## src/rtl/down_timer_sched_if.sv

```systemverilog
// Request/grant/countdown bundle between the timer scheduler and its two clients.
interface down_timer_sched_if #(
    parameter int unsigned WIDTH = 3
);
    logic             t;
    logic             req0;
    logic [WIDTH-1:0] len0;
    logic             req1;
    logic [WIDTH-1:0] len1;
    logic             gnt0;
    logic             gnt1;
    logic             done0;
    logic             done1;
    logic             busy;
    logic [WIDTH-1:0] q;

    // Client side: raises requests and ticks, observes grants/completions.
    modport master (
        output t, req0, len0, req1, len1,
        input  gnt0, gnt1, done0, done1, busy, q
    );

    // Scheduler side.
    modport slave (
        input  t, req0, len0, req1, len1,
        output gnt0, gnt1, done0, done1, busy, q
    );
endinterface

```

## src/rtl/down_timer_sched.sv

```systemverilog
// Round-robin scheduler sharing one down-counter between two requesters.
// A grant loads the counter with the winner's length; the counter then
// decrements on enabled ticks and a one-cycle DONE goes back to the owner
// on the edge after it reaches zero.
module down_timer_sched #(
    parameter int unsigned WIDTH = 3
) (
    input  logic                clk,
    input  logic                rst,
    down_timer_sched_if.slave   bus
);

    typedef enum logic {
        IDLE = 1'b0,
        RUN  = 1'b1
    } state_e;

    state_e           state_q, state_d;
    logic [WIDTH-1:0] q_q, q_d;
    logic             owner_q, owner_d;
    logic             last_q, last_d;
    logic             gnt0_q, gnt0_d;
    logic             gnt1_q, gnt1_d;
    logic             done0_q, done0_d;
    logic             done1_q, done1_d;
    logic             busy_q, busy_d;
    logic             win1;

    // State and registered outputs; last-served resets to 1 so requester 0 wins the first tie.
    always_ff @(posedge clk or posedge rst) begin
        if (rst) begin
            state_q <= IDLE;
            q_q     <= '0;
            owner_q <= 1'b0;
            last_q  <= 1'b1;
            gnt0_q  <= 1'b0;
            gnt1_q  <= 1'b0;
            done0_q <= 1'b0;
            done1_q <= 1'b0;
            busy_q  <= 1'b0;
        end else begin
            state_q <= state_d;
            q_q     <= q_d;
            owner_q <= owner_d;
            last_q  <= last_d;
            gnt0_q  <= gnt0_d;
            gnt1_q  <= gnt1_d;
            done0_q <= done0_d;
            done1_q <= done1_d;
            busy_q  <= busy_d;
        end
    end

    // Arbitration, counter update and next-state; pulses default low every cycle.
    always_comb begin
        state_d = state_q;
        q_d     = q_q;
        owner_d = owner_q;
        last_d  = last_q;
        gnt0_d  = 1'b0;
        gnt1_d  = 1'b0;
        done0_d = 1'b0;
        done1_d = 1'b0;
        busy_d  = busy_q;
        win1    = 1'b0;

        case (state_q)
            IDLE: begin
                busy_d = 1'b0;
                if (bus.req0 || bus.req1) begin
                    // On a tie the requester that was not served last wins.
                    win1    = bus.req1 && (!bus.req0 || (last_q == 1'b0));
                    q_d     = win1 ? bus.len1 : bus.len0;
                    owner_d = win1;
                    last_d  = win1;
                    gnt0_d  = !win1;
                    gnt1_d  = win1;
                    busy_d  = 1'b1;
                    state_d = RUN;
                end
            end
            RUN: begin
                busy_d = 1'b1;
                if (q_q == '0) begin
                    // Completion does not wait for a tick.
                    done0_d = !owner_q;
                    done1_d = owner_q;
                    busy_d  = 1'b0;
                    state_d = IDLE;
                end else if (bus.t) begin
                    q_d = q_q - WIDTH'(1);
                end
            end
            default: begin
                state_d = IDLE;
                busy_d  = 1'b0;
            end
        endcase
    end

    // Drive the registered outputs onto the bundle.
    assign bus.q     = q_q;
    assign bus.gnt0  = gnt0_q;
    assign bus.gnt1  = gnt1_q;
    assign bus.done0 = done0_q;
    assign bus.done1 = done1_q;
    assign bus.busy  = busy_q;

endmodule
```

## src/flat_wrapper.sv

```systemverilog
// flat-port wrapper written by rule: the top's interface ports become plain ports
module down_timer_sched_flat 
#(
    parameter int unsigned WIDTH = 3
)
  (clk, rst, bus_t, bus_req0, bus_len0, bus_req1, bus_len1, bus_gnt0, bus_gnt1, bus_done0, bus_done1, bus_busy, bus_q);
  down_timer_sched_if #(.WIDTH(WIDTH)) bus_i ();
  input  logic clk;
  input  logic rst;
  input wire logic [$bits(bus_i.t)-1:0] bus_t;
  input wire logic [$bits(bus_i.req0)-1:0] bus_req0;
  input wire logic [$bits(bus_i.len0)-1:0] bus_len0;
  input wire logic [$bits(bus_i.req1)-1:0] bus_req1;
  input wire logic [$bits(bus_i.len1)-1:0] bus_len1;
  output wire logic [$bits(bus_i.gnt0)-1:0] bus_gnt0;
  output wire logic [$bits(bus_i.gnt1)-1:0] bus_gnt1;
  output wire logic [$bits(bus_i.done0)-1:0] bus_done0;
  output wire logic [$bits(bus_i.done1)-1:0] bus_done1;
  output wire logic [$bits(bus_i.busy)-1:0] bus_busy;
  output wire logic [$bits(bus_i.q)-1:0] bus_q;
  assign bus_i.t = bus_t;
  assign bus_i.req0 = bus_req0;
  assign bus_i.len0 = bus_len0;
  assign bus_i.req1 = bus_req1;
  assign bus_i.len1 = bus_len1;
  assign bus_gnt0 = bus_i.gnt0;
  assign bus_gnt1 = bus_i.gnt1;
  assign bus_done0 = bus_i.done0;
  assign bus_done1 = bus_i.done1;
  assign bus_busy = bus_i.busy;
  assign bus_q = bus_i.q;
  down_timer_sched #(.WIDTH(WIDTH)) u_core (.clk(clk), .rst(rst), .bus(bus_i));
endmodule
```

## config.mk

```make
export PLATFORM = sky130hd
export DESIGN_NAME = down_timer_sched_flat
export DESIGN_NICKNAME = d
export VERILOG_FILES = /design/src/rtl/down_timer_sched_if.sv /design/src/rtl/down_timer_sched.sv /design/src/flat_wrapper.sv
export SDC_FILE = /design/constraint.sdc
export NUM_CORES = 1
export LEC_CHECK = 0
export CAP_MARGIN = 25
export CORE_AREA = 4 4 41 43
export CTS_CLUSTER_DIAMETER = 100
export CTS_CLUSTER_SIZE = 10
export DETAILED_ROUTE_END_ITERATION = 16
export DIE_AREA = 0 0 45 47
export PLACE_DENSITY = 0.82
export SYNTH_ARGS = -nofsm -noshare
export SYNTH_HDL_FRONTEND = slang
export SYNTH_SLANG_ARGS = --single-unit
```

## constraint.sdc

```tcl
create_clock -name clk -period 3.7 [get_ports clk]
set_input_delay 0.37 -clock clk [delete_from_list [all_inputs] [get_ports clk]]
set_output_delay 0.37 -clock clk [all_outputs]
set_load 0.02 [all_outputs]
```

Word level (Yosys, flattened, before mapping)
Index checks and enable logic that the tools add are counted.
- register bits: 10
- output and inout bits: 8
- word-level logic and storage cells: 39
- input port bits: 11
- bitwise logic cells: 2
- add/sub/neg operators: 1
- reduce and logical (&&, ||, !) cells: 9
- equal/unequal tests: 3
- muxes and demuxes: 16
- operators by type and width (kind ; count):
    $mux 3 ; 4
    $mux 1 ; 10
    $pmux 3 s2 ; 1
    $ne 2x2->1 const B ; 2
    $logic_not 1->1 ; 3
    $logic_not 3->1 ; 1
    $reduce_and 3->1 ; 1
    $sub 3x1->3 const B ; 1
    $logic_or 1x1->1 ; 2
    $ne 2x1->1 const B ; 1
    $not 1->1 ; 2
    $pmux 1 s2 ; 1
    $reduce_and 2->1 ; 1
    $logic_and 1x1->1 ; 1

Depth between registers and ports, before layout
- word-level depth: 6
- mapped depth: 5
- mapped depth without buffers: 5

Worst setup path before layout
Ideal clock, no wire load.
- path type: reg-to-reg
- start: reg u_core.q_q[0] (netlist: u_core.bus.q[0])
- end: reg u_core.q_q[0] (netlist: u_core.bus.q[0])
- setup time: 80 ps
- path slack: 2102 ps
- required time: 3620 ps
- stages on the path, launching flop included: 6
- path buffers: 0
- data arrival time: 1517 ps
- clock period less this slack: 1598 ps
- path through: dfrtp_1 inv_1 ha_1 nor2b_2 or4b_4 o211ai_2
- longest elaborated chain between the ends: 4
- elaborated cells on any way between the ends: 7
- classes of those cells: add/sub: 1; eq/ne: 1; mux: 3; reduce/logical: 2
- RTL lines (what ; RTL line ; text):
    start: declaration ; down_timer_sched.sv:19 ; logic [WIDTH-1:0] q_q, q_d;
    start signal: assignment ; down_timer_sched.sv:43 ; q_q <= q_d;
    $sub 3x1->3 ; down_timer_sched.sv:91 ; q_d = q_q - WIDTH'(1);
    $mux 3 ; down_timer_sched.sv:90 ; end else if (bus.t) begin
    $mux 3 ; down_timer_sched.sv:84 ; if (q_q == '0) begin
    $pmux 3 s2 ; down_timer_sched.sv:67 ; case (state_q)
Parallel ways exist; a longest one is shown, timed or not. The select of a mux whose other input is x is not followed.
A chain may end at the register's enable or synchronous reset.

==> flow_summary.json <==
{
  "setup_tns_ns": 0,
  "fillCellCount": 120,
  "met2_usage": 0.1836,
  "clock_skew_ns": 0.002512,
  "grt.total_usage": 0.1178,
  "path_cells": "clkdlybuf4s50_1",
  "cts.repair.resized": 0,
  "portBuffers": 18,
  "ant_nets": 0,
  "clk_path_buf_depth": 2,
  "hold_class": "primary input to async pin",
  "cp.depth": 1,
  "finalNetCount": 83,
  "wl_per_cell_um": 12.07,
  "period_share": 0.5230,
  "dieArea_mm2": 0.002115,
  "synth_nets": 62,
  "grt_pass1_wl_um": 1800,
  "crit_path_end_kind": "output port",
  "routed_wl_um": 1014,
  "hold_violations": 0,
  "area_growth_pct": 38.71,
  "r2r_slack_ns": 2.16,
  "cts_setup_buffers": 0,
  "n_antenna_cell": 0,
  "syn_area_um2": 543.0,
  "max_freq_ghz": 0.5168,
  "fp.dieH_um": 47,
  "rows": 13,
  "power_w": 0.0005493,
  "antenna_found_initial": 0,
  "setup_violations": 0,
  "maxCapViolCount": 0,
  "die_x_um": 45,
  "worstPathMaxFanout": 16,
  "cts_hold_buffers": 0,
  "rr_endpoint": "u_core.bus.q[0]$_DFFE_PP0P_",
  "synthSimpleGateAreaFrac": 0.1774,
  "cts_buffers": 3,
  "dr.pass1.iters": 3,
  "busiest_layer": "met2",
  "cts_tree": "yes",
  "syn_area_per_cell_um2": 11.08,
  "drc": 0,
  "worstSetupStartpointType": "register",
  "cp_top_family": "buffers and inverters",
  "power_density_mw_per_mm2": 729.2,
  "worstPathArrival_ns": 1.57,
  "leakage_nw": 0.3333,
  "worstMarginPinSlew_ns": 0.4417,
  "timing.final.crit_period_ns": 1.935,
  "synth_seq_cells": 10,
  "max_stage_delay_ns": 0.69,
  "synth-compound-area-share": 0.2120,
  "gp_congestion": 0.6877,
  "slew_headroom": 0.7055,
  "via_per_inst": 5.131,
  "path_buf_inv": 1,
  "synth_top_family_by_area": "compound AO/OA/AOI/OAI gates",
  "synth.area.mux_share": 0.02074,
  "ys_types": 29,
  "vias": 431,
  "rr_worst_depth": 5,
  "rsz0062_at_grt": "no",
  "yosys_warnings": 0,
  "cts.clk_slew.worst_paths_ns": 0.07,
  "grt_max_degree": 17,
  "htree_levels": 1,
  "synthCells": 49,
  "worst_skew_pair.late_latency_ns": 0.26,
  "grt.met3_usage": 0.03448,
  "grt_pass1_vias": 401,
  "critPathKind": "register to output port",
  "met1_usage": 0.1581,
  "irDropWorstVdd_v": 0.0002984,
  "synth_fa_ha_area_frac": 0.04608,
  "overflow": 0,
  "mostFrequentLayoutCells": "18 x clkdlybuf4s50_1, 9 x dfrtp_1, 5 x inv_1",
  "final_common_cell": "clkdlybuf4s50_1",
  "drt_iter0_drc": 9,
  "run_status": "finished clean",
  "whs_ns": 0.3837,
  "synth-seq-area-share": 0.4631,
  "ios": 19,
  "crit_required_ns": 3.33,
  "hpwl_um": 820,
  "r2r-start": "u_core.bus.q[0]$_DFFE_PP0P_",
  "root_buffer": "clkbuf_4",
  "worst_path_max_delay_cell": "clkdlybuf4s50_1",
  "start_util": 0.4173,
  "drive_above_1_share": 0.1449,
  "final-max-slew-violation-count": 0,
  "core_area_mm2": 0.001301,
  "cts.sinks": 10,
  "synth_xor_area_frac": 0
}
cell usage after synthesis:
library cell / n / area share
a21boi_2: 1 / 0.021
nor2b_1: 1 / 0.012
nor3_1: 1 / 0.0092
o21bai_1: 1 / 0.014
nand2b_1: 2 / 0.023
o21ai_0: 2 / 0.018
clkbuf_8: 1 / 0.025
dfrtp_1: 9 / 0.41
a21oi_1: 2 / 0.018
nand4b_1: 1 / 0.016
dfstp_2: 1 / 0.048
ha_1: 2 / 0.046
or4b_4: 1 / 0.025
buf_6: 1 / 0.021
nand3_1: 1 / 0.0092
nor2_1: 1 / 0.0069
o21ai_1: 1 / 0.0092
a32oi_1: 2 / 0.032
nor4bb_1: 1 / 0.018
o211ai_1: 3 / 0.041
o211ai_2: 1 / 0.023
mux2_1: 1 / 0.021
and3_1: 2 / 0.023
nor2b_2: 1 / 0.016
nand2_1: 1 / 0.0069
o211a_1: 1 / 0.018
inv_1: 5 / 0.035
nand2_2: 1 / 0.012
a2bb2oi_1: 1 / 0.016
power breakdown:
group	switching, W	total [W]	internal [W]
logic	0.000118	0.000252	0.000135
clock network	0.0000374	0.0000970	0.0000596
registers	0.0000452	0.000200	0.000155
per-stage QoR:
step	utilization	std cells	instance area, um2	worst slack (ns)
detailed placement	0.5510	80	716.9	1.897
finish	0.5788	84	753.2	1.765
floorplan	-	49	543.0	2.102
global route	0.5788	84	753.2	1.652
CTS	0.5788	84	753.2	1.727
global placement	0.5510	80	716.9	1.926
layer usage:
layer  share of wire  vias to the layer above
met2            0.44                       12
met1            0.50                      199
met5               0                        -
li1                -                      220
met3           0.053                        0
met4               0                        0
layout make-up:
| type | instances | area [um2] | area share |
|---|---|---|---|
| Inverter | 5 | 18.77 | 0.02492 |
| Multi-Input combinational cell | 32 | 247.7 | 0.3289 |
| Sequential cell | 10 | 251.5 | 0.3339 |
| Clock buffer | 4 | 36.28 | 0.04817 |
| Timing Repair Buffer | 18 | 180.2 | 0.2392 |
| Tap cell | 15 | 18.77 | 0.02492 |
cells by family (layout without fill, tap and decap cells):
group                    count (synthesis)  count (layout)
flip-flops                              10              10
multiplexers                             1               1
adder cells (fa/ha/maj)                  2               2
AND/OR/NAND/NOR                         14              14
AO/OA/AOI/OAI                           15              15
buffers and inverters                    7              27
registers in the layout (all words and copies together), names as in the netlist:
| signal | count |
|---|---|
| u_core.last_q | 1 |
| u_core.bus.gnt1 | 1 |
| u_core.owner_q | 1 |
| u_core.bus.done0 | 1 |
| u_core.bus.done1 | 1 |
| u_core.state_q | 1 |
| u_core.bus.gnt0 | 1 |
| u_core.bus.q | 3 |
worst max-delay path by stage:
stage                                      from                     endpoint
floorplan           u_core.bus.q[0]$_DFFE_PP0P_  u_core.bus.q[0]$_DFFE_PP0P_
global placement                       bus_req0  u_core.bus.q[1]$_DFFE_PP0P_
detailed placement                     bus_req1  u_core.bus.q[1]$_DFFE_PP0P_
CTS                    u_core.state_q$_DFF_PP0_                     bus_busy
global route           u_core.state_q$_DFF_PP0_                     bus_busy
finish                 u_core.state_q$_DFF_PP0_                     bus_busy
Power figures use the tool's default switching activity.
